--- config.mk ---
export PLATFORM = sky130hd
export DESIGN_NAME = shift_stage
export DESIGN_NICKNAME = d
export VERILOG_FILES = /design/src/rtl/shift_stage.sv
export SDC_FILE = /design/constraint.sdc
export NUM_CORES = 1
export LEC_CHECK = 0
export BUFFER_PORTS_ARGS = -buffer_cell sky130_fd_sc_hd__buf_2
export CAP_MARGIN = 20
export CORE_MARGIN = 2
export CORE_UTILIZATION = 47
export DETAILED_ROUTE_END_ITERATION = 7
export PLACE_DENSITY_LB_ADDON = 0.08
export SLEW_MARGIN = 10
export SYNTH_ARGS = -nofsm -noshare
export SYNTH_HDL_FRONTEND = slang
export SYNTH_SLANG_ARGS = --single-unit
export TNS_END_PERCENT = 30
--- constraint.sdc ---
create_clock -name clk -period 1.9 [get_ports clk]
set_input_delay 0.19 -clock clk [delete_from_list [all_inputs] [get_ports clk]]
set_output_delay 0.19 -clock clk [all_outputs]
set_load 0.01 [all_outputs]
--- src/rtl/shift_stage.sv ---
// Issue/capture stage around the combinational shifter: registers operands,
// waits one cycle for the shifter to settle, then holds result + flags until
// writeback takes them. Define SHIFT_STAGE_FLAGS_EN to build the status flags.
module shift_stage #(
   parameter int BITS = 16
) (
   input  logic            clk,
   input  logic            rst,
   input  logic            in_valid,
   output logic            in_ready,
   input  logic [BITS-1:0] in_a,
   input  logic [BITS-1:0] in_b,
   input  logic [2:0]      in_opcode,
   output logic [BITS-1:0] sh_a,
   output logic [BITS-1:0] sh_b,
   output logic [2:0]      sh_opcode,
   input  logic [BITS-1:0] sh_result,
   output logic            out_valid,
   input  logic            out_ready,
   output logic [BITS-1:0] out_result,
   output logic            out_zero,
   output logic            out_neg,
   output logic            out_carry,
   output logic            out_illegal
);

   typedef enum logic [1:0] {IDLE = 2'd0, EXEC = 2'd1, DONE = 2'd2} state_t;

   state_t          state, state_nxt;
   logic            in_xfer;
   logic [BITS-1:0] res_capt;

   always_ff @(posedge clk) begin
      if (rst) state <= IDLE;
      else     state <= state_nxt;
   end

   always_comb begin
      state_nxt = state;
      in_ready  = 1'b0;
      out_valid = 1'b0;
      case (state)
         IDLE: begin
            in_ready = 1'b1;
            if (in_valid) state_nxt = EXEC;
         end
         EXEC: state_nxt = DONE;
         DONE: begin
            out_valid = 1'b1;
            in_ready  = out_ready;
            if (out_ready) state_nxt = in_valid ? EXEC : IDLE;
         end
         default: state_nxt = IDLE;
      endcase
   end

   assign in_xfer = in_valid & in_ready;

   always_ff @(posedge clk) begin
      if (rst) begin
         sh_a      <= '0;
         sh_b      <= '0;
         sh_opcode <= '0;
      end else if (in_xfer) begin
         sh_a      <= in_a;
         sh_b      <= in_b;
         sh_opcode <= in_opcode;
      end
   end

   // Illegal opcodes report a zero result regardless of what the shifter returns.
   assign res_capt = sh_opcode[2] ? '0 : sh_result;

   always_ff @(posedge clk) begin
      if (rst)                out_result <= '0;
      else if (state == EXEC) out_result <= res_capt;
   end

`ifdef SHIFT_STAGE_FLAGS_EN
   logic lsl_c, lsr_c, big_k, carry_nxt;

   // Last bit shifted out for shift amounts 1..BITS; larger amounts handled below.
   always_comb begin
      lsl_c = 1'b0;
      lsr_c = 1'b0;
      for (int i = 1; i <= BITS; i++) begin
         if (sh_b == BITS'(i)) begin
            lsl_c = sh_a[BITS-i];
            lsr_c = sh_a[i-1];
         end
      end
   end

   assign big_k = (sh_b > BITS'(BITS));

   always_comb begin
      carry_nxt = 1'b0;
      case (sh_opcode)
         3'b000, 3'b010: carry_nxt = lsl_c;
         3'b001:         carry_nxt = lsr_c;
         3'b011:         carry_nxt = big_k ? sh_a[BITS-1] : lsr_c;
         default:        carry_nxt = 1'b0;
      endcase
   end

   always_ff @(posedge clk) begin
      if (rst) begin
         out_zero    <= 1'b0;
         out_neg     <= 1'b0;
         out_carry   <= 1'b0;
         out_illegal <= 1'b0;
      end else if (state == EXEC) begin
         out_zero    <= (res_capt == '0);
         out_neg     <= res_capt[BITS-1];
         out_carry   <= carry_nxt;
         out_illegal <= sh_opcode[2];
      end
   end
`else
   assign out_zero    = 1'b0;
   assign out_neg     = 1'b0;
   assign out_carry   = 1'b0;
   assign out_illegal = 1'b0;
`endif

endmodule

Yosys cells after proc, flatten, opt, wreduce, memory -nomap -nowiden:

Cells that the tools add are included.

* logic and storage cells: 19
* flip-flop bits (word level): 53
* output and inout port bits: 57
* bits of input ports: 55

* eq/ne operators: 4
* reductions and logical operators: 2
* bitwise gates (word level): 1
* mux-type cells: 7

Operators with widths (count)
* two-way mux 16 bit: 1
* one-hot mux 2 bit (3 select lines): 1
* two-way mux 2 bit: 2
* != test 2 bit, second input constant: 2
* equality test 2 x 1 -> 1 bit, second input constant: 1
* equality test 2 bit, second input constant: 1
* zero test 2 bit: 1
* two-way mux 1 bit: 2
* one-hot mux 1 bit (2 select lines): 1
* AND reduction 2 bit: 1
* AND 1 bit: 1

Longest topological paths before layout:

* depth after elaboration: 3
* depth in mapped cells: 5
* mapped depth without buffers: 3

Worst setup path after synthesis:

OpenSTA, ideal clock, no wires.

* kind: reg-to-reg
* start: reg state[1]
* end: reg sh_a[0]
* buffers on the path: 2
* slack: 0.768 ns
* period minus slack after synthesis: 1.132 ns
* stages on the path, launching flop included: 6
* data arrival time: 1.060 ns
* required time: 1.828 ns
* setup time: 0.072 ns
* cells stage by stage: dfxtp_1 -> nor2b_4 -> nor3b_2 -> buf_6 -> buf_12 -> mux2i_1

* word-level cells in the longest chain between the ends: 3
* elaborated cells on any way between the ends: 4
* those cells by class: eq/ne (1); mux (1); bitwise (1); reduce/logical (1)

RTL lines
* start: declaration: RTL line 29 `state_t state, state_nxt;`
* start signal: assignment: RTL line 35 `else state <= state_nxt;`
* equality test 2 bit or zero test 2 bit (tied branches): RTL line 42 `case (state)`
* one-hot mux 1 bit (2 select lines) (*): RTL line 42
* AND 1 bit (*): RTL line 57 `assign in_xfer = in_valid & in_ready;`
* end signal: assignment: RTL line 65 `sh_a <= in_a;`
* end: declaration: RTL line 14 `output logic [BITS-1:0] sh_a,`

Mark *: on every way between the ends. The rest lies on a longest branch, timed or not.
A chain may end at the register's enable or synchronous reset.

Final worst setup path:

* start: reg state[1]
* end: reg sh_a[5]

Same word-level chain as after synthesis.

==> run_results.csv <==
group,metric,value,unit
logic_synthesis,synth-xor-area-share,0,%
logic_synthesis,synthSimpleGateAreaFrac,28.9,%
power,leakage,0.00140,uW
cells_and_area,area_growth,26.2,%
cells_and_area,drive_gt1_share,35.3,%
logic_synthesis,synth_edf_count,0,
logic_synthesis,syn_inst,238,
cts,post_cts_buffers,0,
floorplan,row_count,25,
critical_path,cp_data_required_time,2.13,ns
route,avgViaCountPerCell,4.55,
floorplan,die_width,74.7,um
cts,cts_made_buffers,5,
logic_synthesis,synth_top_family_by_area,"simple AND/OR/NAND/NOR gates",
route,dr.first_iter.drc_count,93,
cts,clk_pin_slew,0.09,ns
critical_path,cp_cell_sequence,"nor2b_4, nor3b_4, buf_4, mux2i_1",
critical_path,end_kind,"flop",
sta,post-route-period-util,69.8,%
sta,timing.final.hold_violations,0,
cells_and_area,multi_input_area,0.00114,mm2
grt,antenna_found_initial,0,
critical_path,max_stage_delay,0.38,ns
logic_synthesis,ys.flop_type,"dfxtp_1",
logic_synthesis,syn-cell-area,0.00235,mm2
logic_synthesis,synthArstFlopShare,0,%
critical_path,path_buf_inv,1,
status,status,"complete, no violations",
cts,cts_root_buffer,"clkbuf_8",
route,drt-total-wl,4.61,mm
logic_synthesis,synth_mux_area_share,14.9,%
logic_synthesis,synthAdderAreaFrac,0,%
logic_synthesis,avgSynthCellArea,9.88,um2
sta,clock_skew,0.00514,ns
power,power.total,2370,uW
logic_synthesis,synth_common_cells,"72 x nand2b_1, 53 x dfxtp_1, 35 x mux2i_1, 17 x a21oi_1",
sta,worstMarginPinSlew,0.669,ns
grt,gr-usage-all-layers,16.4,%
sta,setup_tns,0,ns
power,peakVddDrop,0.000493,V
route,drc,0,
cells_and_area,layout.nets,391,
cells_and_area,fillers,472,
critical_path,critPathArrivalTime,1.56,ns
power,powerDensity,797,mW/mm2
critical_path,critPathLaunchType,"flop",
grt,grt_max_degree,89,
critical_path,cp_max_fo,22,
critical_path,path_class,"reg2reg",
placed_design,portBuffers,107,
route,routedWlPerCell,11.4,um
sta,fmax,754,MHz
logic_synthesis,synth-seq-area-share,45.1,%
logic_synthesis,synth-compound-area-share,3.62,%
route,firstDrtPassIters,4,
placed_design,gp_congestion,0.666,
cts,cts_hold_buffers,0,
logic_synthesis,synth.area.top_cells,"dfxtp_1 45%, nand2b_1 19%, mux2i_1 15%, nand3b_1 5.1%, a21oi_1 3.6%",
route,vias,1837,
cts,cts_sinks,53,
flow_run,drv_cap,0,
sta,rsz0062_at_grt,"no",
critical_path,crit_family,"buffers and inverters",
floorplan,fp.dieH,74.7,um
grt,grt_pass1_wl,7.15,mm
cts,clk_path_buf_depth,2,
route,antenna_left,0,
sta,period_needed,1.33,ns
placed_design,hpwl,3.20,mm
cells_and_area,n_antenna_cell,0,
logic_synthesis,ys_seq_elements,53,
cells_and_area,fin_util,62.0,%
min_path,hold_class,"in2reg",
floorplan,dieArea,0.00559,mm2
sta,slew_viol_final,0,
placed_design,dp.cells,396,
sta,max_slew_margin,55.4,%
cts,h-tree-depth,2,
cts,cts-resized-gates,0,
floorplan,boundaryPins,112,
logic_synthesis,yosys_warnings,0,
sta,setup_viol,0,
cells_and_area,seqCellArea,0.00106,mm2
grt,grt_pass1_vias,1663,
critical_path,crit_slowest_cell,"buf_4",
cells_and_area,final_cells,404,
floorplan,start_util,49.2,%
cts,clk_latency,0.30,ns
logic_synthesis,yosysMostFrequentCell,"nand2b_1",
logic_synthesis,synth_top_area_share,45.1,%
floorplan,core,0.00479,mm2
grt,grt_overflow,0,
logic_synthesis,yosysUniqueCellTypes,17,
logic_synthesis,yosys.area.top_type,"dfxtp_1",
cts,cts_tree,"built",
sta,timing.hold.ws,0.137,ns
==> sequential cells by signal, summed over array words and instances, names as in the netlist <==
name / count
sh_b: 16
sh_opcode: 3
sh_a: 16
out_result: 16
state: 2
==> routing by layer <==
metal | track usage (%) | wire [um]
met1 | 19.8 | 2060
met2 | 28.1 | 2130
met3 | 5.35 | 367
met4 | 4.76 | 51
met5 | 0 | 0
==> through the flow <==
step	instance area (um2)	setup WS (ns)
5_1_grt	2970	0.442
6_report	2970	0.573
2_1_floorplan	2360	0.768
4_1_cts	2970	0.547
3_3_place_gp	2850	0.626
3_5_place_dp	2850	0.579
==> path summary, 6_finish.rpt <==
| kind | start | end | depth (start not counted) | slack [ns] |
|---|---|---|---|---|
| setup / recovery | state[1] | sh_a[5] | 4 | 0.57 |
| hold / removal | in_b[15] | sh_b[15] | 3 | 0.14 |
| setup reg to reg | state[1] | sh_a[5] | 4 | 0.57 |
| hold reg to reg | out_result[14] | out_result[14] | 2 | 0.45 |
==> worst min-delay path, stage by stage <==
cell	delay (ns)
buf_2	0.09
nand2b_1	0.05
mux2i_1	0.06
==> cell families after synthesis <==
kind of cell / count (synthesis)
DFF: 53
buffers and inverters: 22
AOI/OAI and AO/OA: 17
other: 1
muxes: 35
and+or+nand+nor: 110
==> where the power goes <==
part / internal, uW / switching (uW) / leakage (uW)
clock: 430 / 346 / 0.0000585
sequential: 1180 / 39.0 / 0.000435
combinational: 191 / 180 / 0.000902
==> layout by cell type, fill, tap and decap left out, types with 2 or more instances in the layout <==
master    instances
buf_2           107
nand2b_1         72
dfxtp_1          53
mux2i_1          35
a21oi_1          17
nand2_1          16
nand3b_1         16
clkbuf_8          6
conb_1            4
nor2b_1           2
buf_4             2
==> area by class of cell <==
| class | count | share of cell area, % |
|---|---|---|
| Tap cell | 67 | 2.82 |
| Clock inverter | 1 | 1.01 |
| Clock buffer | 7 | 2.91 |
| Multi-Input combinational cell | 166 | 38.3 |
| Sequential cell | 53 | 35.7 |
| Timing Repair Buffer | 110 | 19.2 |
Power figures use the tool's default switching activity.
